**src/rtl/matmul_read_scheduler.sv**
```systemverilog
// Read sequencer for the A-row / B-column loader BRAMs: walks every (i, j) pair of the
// selected sub-matrix row-major and hands each BRAM output pair to the dot-product unit.
module matmul_read_scheduler #(
    parameter int MAX_SIZE_A   = 32,
    parameter int MAX_SIZE_B   = 32,
    parameter int READ_LATENCY = 2,
    localparam int AW_A = $clog2(MAX_SIZE_A),
    localparam int AW_B = $clog2(MAX_SIZE_B)
) (
    input  logic            inter_refclk,
    input  logic            rst,
    input  logic            start,
    input  logic [AW_A-1:0] num_rows_m1,
    input  logic [AW_B-1:0] num_cols_m1,
    output logic [AW_A-1:0] a_addr,
    output logic [AW_B-1:0] b_addr,
    output logic            rd_en,
    output logic            rd_regce,
    output logic            dp_valid,
    input  logic            dp_ready,
    output logic [AW_A-1:0] dp_row,
    output logic [AW_B-1:0] dp_col,
    output logic            busy,
    output logic            done
);

    localparam int LW = 2;
    localparam logic [LW-1:0] LAT_LOAD = LW'(READ_LATENCY > 1 ? READ_LATENCY - 2 : 0);

    typedef enum logic [2:0] {
        S_IDLE,
        S_ISSUE,
        S_WAIT,
        S_PRESENT,
        S_FINISH
    } state_t;

    state_t          state_q, state_d;
    logic [AW_A-1:0] i_q, i_d, rows_q, rows_d;
    logic [AW_B-1:0] j_q, j_d, cols_q, cols_d;
    logic [LW-1:0]   lat_q, lat_d;
    logic [AW_A-1:0] a_addr_q, a_addr_d, dp_row_q, dp_row_d;
    logic [AW_B-1:0] b_addr_q, b_addr_d, dp_col_q, dp_col_d;
    logic            rd_en_q, rd_en_d, rd_regce_q, rd_regce_d;
    logic            dp_valid_q, dp_valid_d, busy_q, busy_d, done_q, done_d;

    always_ff @(posedge inter_refclk) begin
        if (rst) begin
            state_q    <= S_IDLE;
            i_q        <= '0;
            j_q        <= '0;
            rows_q     <= '0;
            cols_q     <= '0;
            lat_q      <= '0;
            a_addr_q   <= '0;
            b_addr_q   <= '0;
            dp_row_q   <= '0;
            dp_col_q   <= '0;
            rd_en_q    <= 1'b0;
            rd_regce_q <= 1'b0;
            dp_valid_q <= 1'b0;
            busy_q     <= 1'b0;
            done_q     <= 1'b0;
        end else begin
            state_q    <= state_d;
            i_q        <= i_d;
            j_q        <= j_d;
            rows_q     <= rows_d;
            cols_q     <= cols_d;
            lat_q      <= lat_d;
            a_addr_q   <= a_addr_d;
            b_addr_q   <= b_addr_d;
            dp_row_q   <= dp_row_d;
            dp_col_q   <= dp_col_d;
            rd_en_q    <= rd_en_d;
            rd_regce_q <= rd_regce_d;
            dp_valid_q <= dp_valid_d;
            busy_q     <= busy_d;
            done_q     <= done_d;
        end
    end

    always_comb begin
        state_d = state_q;
        i_d     = i_q;
        j_d     = j_q;
        rows_d  = rows_q;
        cols_d  = cols_q;
        lat_d   = lat_q;

        case (state_q)
            S_IDLE: begin
                if (start) begin
                    rows_d  = num_rows_m1;
                    cols_d  = num_cols_m1;
                    i_d     = '0;
                    j_d     = '0;
                    state_d = S_ISSUE;
                end
            end
            S_ISSUE: begin
                lat_d   = LAT_LOAD;
                state_d = (READ_LATENCY > 1) ? S_WAIT : S_PRESENT;
            end
            S_WAIT: begin
                if (lat_q == '0) begin
                    state_d = S_PRESENT;
                end else begin
                    lat_d = lat_q - LW'(1);
                end
            end
            S_PRESENT: begin
                // Equality compares only, so a full-size pass never wraps the indices.
                if (dp_ready) begin
                    if (j_q != cols_q) begin
                        j_d     = j_q + AW_B'(1);
                        state_d = S_ISSUE;
                    end else if (i_q != rows_q) begin
                        j_d     = '0;
                        i_d     = i_q + AW_A'(1);
                        state_d = S_ISSUE;
                    end else begin
                        state_d = S_FINISH;
                    end
                end
            end
            S_FINISH: state_d = S_IDLE;
            default:  state_d = S_IDLE;
        endcase
    end

    // Outputs are registered from the next state so every port is a clean flop output.
    always_comb begin
        a_addr_d   = a_addr_q;
        b_addr_d   = b_addr_q;
        dp_row_d   = dp_row_q;
        dp_col_d   = dp_col_q;
        rd_en_d    = (state_d == S_ISSUE);
        rd_regce_d = (state_q == S_ISSUE) && (state_d == S_WAIT);
        dp_valid_d = (state_d == S_PRESENT);
        busy_d     = (state_d == S_ISSUE) || (state_d == S_WAIT) || (state_d == S_PRESENT);
        done_d     = (state_d == S_FINISH);
        if (state_d == S_ISSUE) begin
            a_addr_d = i_d;
            b_addr_d = j_d;
            dp_row_d = i_d;
            dp_col_d = j_d;
        end
    end

    assign a_addr   = a_addr_q;
    assign b_addr   = b_addr_q;
    assign rd_en    = rd_en_q;
    assign rd_regce = rd_regce_q;
    assign dp_valid = dp_valid_q;
    assign dp_row   = dp_row_q;
    assign dp_col   = dp_col_q;
    assign busy     = busy_q;
    assign done     = done_q;

endmodule

```
**config.mk**
```make
export PLATFORM = sky130hd
export DESIGN_NAME = matmul_read_scheduler
export DESIGN_NICKNAME = d
export VERILOG_FILES = /design/src/rtl/matmul_read_scheduler.sv
export SDC_FILE = /design/constraint.sdc
export NUM_CORES = 1
export LEC_CHECK = 0
export CAP_MARGIN = 0
export CORE_MARGIN = 2
export CORE_UTILIZATION = 55
export CTS_CLUSTER_DIAMETER = 100
export DETAILED_ROUTE_END_ITERATION = 10
export HOLD_SLACK_MARGIN = 0.15
export PLACE_DENSITY = 0.84
export SLEW_MARGIN = 15
export SYNTH_ARGS = -nofsm -noshare
export SYNTH_HDL_FRONTEND = slang
export SYNTH_SLANG_ARGS = --single-unit
```
**constraint.sdc**
```tcl
create_clock -name inter_refclk -period 3.74 [get_ports inter_refclk]
set_clock_uncertainty 0.05 [all_clocks]
set_input_delay 0.374 -clock inter_refclk [delete_from_list [all_inputs] [get_ports inter_refclk]]
set_output_delay 0.374 -clock inter_refclk [all_outputs]
set_load 0.02 [all_outputs]
```
==> reports/results.md <==
| Step | Parameter | This run |
| --- | --- | --- |
| worst setup path | Critical path capture point type | register |
| worst setup path | R2r worst-path depth | 5 |
| grt | Number of global-route vias before repair | 1,514 |
| logic synthesis | Seq/Total Area, Yosys | 39.9% |
| floorplanning | Placement row count | 21 |
| routing | Count of antenna-violating nets left after detailed routing | 0 |
| grt | Maximum number of pins on one net before global-route repair | 25 |
| worst setup path | Data arrival time at the worst-slack endpoint | 2.28 ns |
| floorplanning | Y dimension of the die | 64.4 µm |
| cells and area | Number of inserted filler cells in the final layout | 281 |
| worst setup path | Crit path max-delay family | simple AND/OR/NAND/NOR gates |
| cells and area | Final design instance area without fill | 2360 µm² |
| routing | Violation count after the first detailed-route iteration | 115 |
| place | HPWL after DPL | 2830 µm |
| sta | Fin crit period | 2.10 ns |
| routing | Vias per inst | 5.48 |
| clocking | Clk Latency, worst-skew pair | 0.34 ns |
| hold path | Worst hold stages | 2 |
| clocking | Clock buffer depth | 2 |
| logic synthesis | Number of synthesis warnings | 0 |
| clocking | # hold bufs at CTS | 0 |
| routing | Total wire length | 3940 µm |
| logic synthesis | EDFF count, synth | 0 |
| worst setup path | Maximum net fanout on the critical path | 15 |
| place | RD Place Congestion | 0.903 |
| logic synthesis | Synthesized netlist net count | 247 |
| cells and area | Layout-stage area growth over the synthesis result | 17.6% |
| clocking | H-Tree Level Count | 2 |
| cells and area | Fraction of layout cells with a size suffix above 1 | 10.6% |
| sta | RSZ-0062 raised after global routing | no |
| hold path | Worst Hold Class | reg2reg |
| clocking | Clock transition at the registers of the reported paths | 0.10 ns |
| floorplanning | Die extent in x | 64.4 µm |
| pwr | Pwr dens | 384 nW/µm² |
| sta | Total count of max-transition violations in the final report | 0 |
| sta | Hold Vio Cnt, Final | 0 |
| pwr | Sequential Power Share | 51.9% |
| logic synthesis | Netlist area before placement | 2010 µm² |
| clocking | Clock tree from TritonCTS | yes |
| cells and area | Net count of the finished layout | 270 |
| place | Standard cell area after detailed placement | 2300 µm² |
| clocking | Cell chosen for the clock root | sky130_fd_sc_hd__clkbuf_4 |
| grt | Antenna violations before repair | 0 |
| worst setup path | Number of logic stages on the critical path including buffering | 6 |
| logic synthesis | Proportion of synthesized flip-flops having asynchronous set or reset | 0% |
| logic synthesis | Number of flip-flops and latches in the synthesized netlist | 40 |
| sta | Max transition margin | 52.1% |
| worst setup path | Worst Setup Path Type | in2reg |
| pwr | Leakage dissipation | 0.906 nW |
| place | I/O Buffers | 38 |
| routing | Number of DRC violations after detailed routing | 0 |
| clocking | Clock net sink count | 40 |
| clocking | Clock buffers created by TritonCTS | 5 |
| grt | Overall routing resource usage | 20.4% |
| run | Number of maximum-capacitance constraint violations | 0 |
| grt | Total congestion overflow | 0 |
| worst setup path | Startpoint of the worst register-to-register path | state_q[1] |
| grt | First-pass GRT wire length | 6620 µm |
| sta | Least-Margin Pin Slew | 0.716 ns |
| worst setup path | Worst setup SP type | input port |
| logic synthesis | Top_reg_cell synth | sky130_fd_sc_hd__dfxtp_1 |
| sta | F_max | 0.476 GHz |
| floorplanning | Boundary Pins | 39 |
| cells and area | Number of inserted diodes | 0 |
| worst setup path | Worst Path Required | 3.92 ns |
| worst setup path | List of cells traversed by the critical path | clkdlybuf4s50_1 > or3b_4 > nand2b_1 > and2_0 > mux2i_1 > a211oi_2 |
| routing | Number of vias in the routed layout | 1,643 |
| sta | Total of endpoints with negative setup slack in the final report | 0 |
| sta | Share of the clock period used by the worst path | 56.2% |
| routing | Final routed wire length divided by cell count | 13.1 µm |
| status | Outcome | finished clean |
| worst setup path | Start point of the critical path | start |
| floorplanning | Initial Utilization | 58.8% |
| clocking | Number of setup buffers added after CTS | 0 |
| logic synthesis | Number of distinct library cells after synthesis | 45 |
| pwr | Power share of the combinational group | 23.7% |
| sta | Sum of negative setup slack | 0 ns |
| logic synthesis | Syn Area/Cell | 8.73 µm² |
| worst setup path | Library cell contributing the largest single delay on the critical path | sky130_fd_sc_hd__clkdlybuf4s50_1 |
| pwr | P_sw | 273 µW |
| logic synthesis | Count of mapped cells out of synthesis | 230 |
| pwr | Internal power summed over all cells | 634 µW |
| floorplanning | Die footprint | 4150 µm² |
| pwr | Clock share of power | 24.4% |
| hold path | Hold path startpoint | cols_q[3] |
| pwr | Switching power as a share of total power | 30.1% |
| floorplanning | Core Area | 3420 µm² |
| pwr | Peak VDD IR | 0.200 mV |
| clocking | Gates resized, CTS repair | 0 |
| routing | Drt pass-1 iters | 4 |
| worst setup path | CP peak stage delay | 0.49 ns |
| worst setup path | Crit path buffers/inverters | 1 |
## power by group through the flow
stage / sequential [mW] / combinational (mW) / clock [mW]
after CTS: 0.471 / 0.215 / 0.229
after global placement: 0.479 / 0.211 / 0
after floorplan: 0.488 / 0.146 / 0
final: 0.471 / 0.215 / 0.222
after global routing: 0.475 / 0.233 / 0.245
after detailed placement: 0.480 / 0.214 / 0
## metal layers
| metal | vias to the layer above | track usage [%] | wire (µm) |
|---|---|---|---|
| met5 | - | 0 | 0 |
| met4 | 0 | 9.04 | 70 |
| met3 | 9 | 4.86 | 172 |
| met2 | 44 | 32.4 | 1790 |
| met1 | 758 | 26.3 | 1900 |
| li1 | 832 | - | - |
## path summary, 6_finish.rpt
kind          endpoint  slack [ns]
min          cols_q[3]        0.42
max reg2reg  dp_row[1]        1.68
min reg2reg  cols_q[3]        0.42
max          dp_row[1]        1.64
## sequential cells by signal, indices dropped and copies added, names as in the netlist
| signal | cells |
|---|---|
| cols_q | 5 |
| dp_col | 5 |
| dp_row | 5 |
| i_q | 5 |
| j_q | 5 |
| rows_q | 5 |
| state_q | 3 |
| lat_q | 2 |
| busy | 1 |
| done | 1 |
| dp_valid | 1 |
| rd_en | 1 |
| rd_regce | 1 |
## cell type report
type	count	area (µm²)	share of cell area, %
Timing Repair Buffer	39	388	16.4
Inverter	7	26.3	1.11
Tap cell	46	57.6	2.44
Clock buffer	8	58.8	2.49
Multi-Input combinational cell	160	1030	43.6
Sequential cell	40	801	33.9
## cells in the mapped netlist, drive strengths merged, types with 2 or more instances
library cell	number	area [µm²]
buf	18	133
o211ai	2	15.0
o21ai	11	55.1
a211oi	7	77.6
a21oi	27	139
nand2	36	135
inv	7	26.3
mux2	5	67.6
xnor2	5	43.8
nand2b	4	25.0
nand3	6	30.0
nor2	14	60.1
o2111ai	4	41.3
ha	3	37.5
clkbuf	5	18.8
and2	3	18.8
xor2	5	51.3
and3	3	18.8
dfxtp	40	801
nor3	11	71.3
## through the flow
step | hold slack (ns) | utilization, % | power (mW) | setup slack, ns | instances
after global routing | 0.445 | 69.1 | 0.953 | 1.52 | 300
after CTS | 0.426 | 69.1 | 0.915 | 1.65 | 300
after floorplan | 0.398 | - | 0.634 | 2.09 | 230
after detailed placement | 0.411 | 67.4 | 0.695 | 1.30 | 292
final | 0.423 | 69.1 | 0.908 | 1.64 | 300
after global placement | 0.406 | 67.4 | 0.690 | 1.32 | 292
## kinds of logic (layout without fill, tap and decap cells)
kind of cell	after synthesis	count (layout)	synth area share [%]
adders and majority gates	3	3	1.87
xor gates and xnor gates	10	10	4.74
buffers and inverters	30	54	8.85
AOI/OAI and AO/OA	56	56	18.4
muxes	6	6	3.86
DFF	40	40	39.9
and+or+nand+nor	85	85	22.4
## tightest hold or removal path, cell delays in order, from the launching register on
cell	delay, ns
sky130_fd_sc_hd__dfxtp_1	0.33
sky130_fd_sc_hd__nand2_1	0.05
sky130_fd_sc_hd__a21oi_1	0.05
## placed cells by master (no fill, tap or decap), types with 3 or more instances in the layout
cell,n
sky130_fd_sc_hd__dfxtp_1,40
sky130_fd_sc_hd__inv_1,7
sky130_fd_sc_hd__ha_1,3
sky130_fd_sc_hd__o2111ai_1,3
sky130_fd_sc_hd__a21oi_1,26
sky130_fd_sc_hd__o21ai_0,11
sky130_fd_sc_hd__clkdlybuf4s50_1,38
sky130_fd_sc_hd__and3_1,3
sky130_fd_sc_hd__clkbuf_4,5
sky130_fd_sc_hd__a211oi_2,5
sky130_fd_sc_hd__xnor2_1,5
sky130_fd_sc_hd__nor3_1,9
sky130_fd_sc_hd__nand2b_1,4
sky130_fd_sc_hd__xor2_1,4
sky130_fd_sc_hd__nor2_1,13
sky130_fd_sc_hd__nand3_1,6
sky130_fd_sc_hd__nand2_1,36
sky130_fd_sc_hd__mux2_4,3
(Power assumes the default switching activity.)
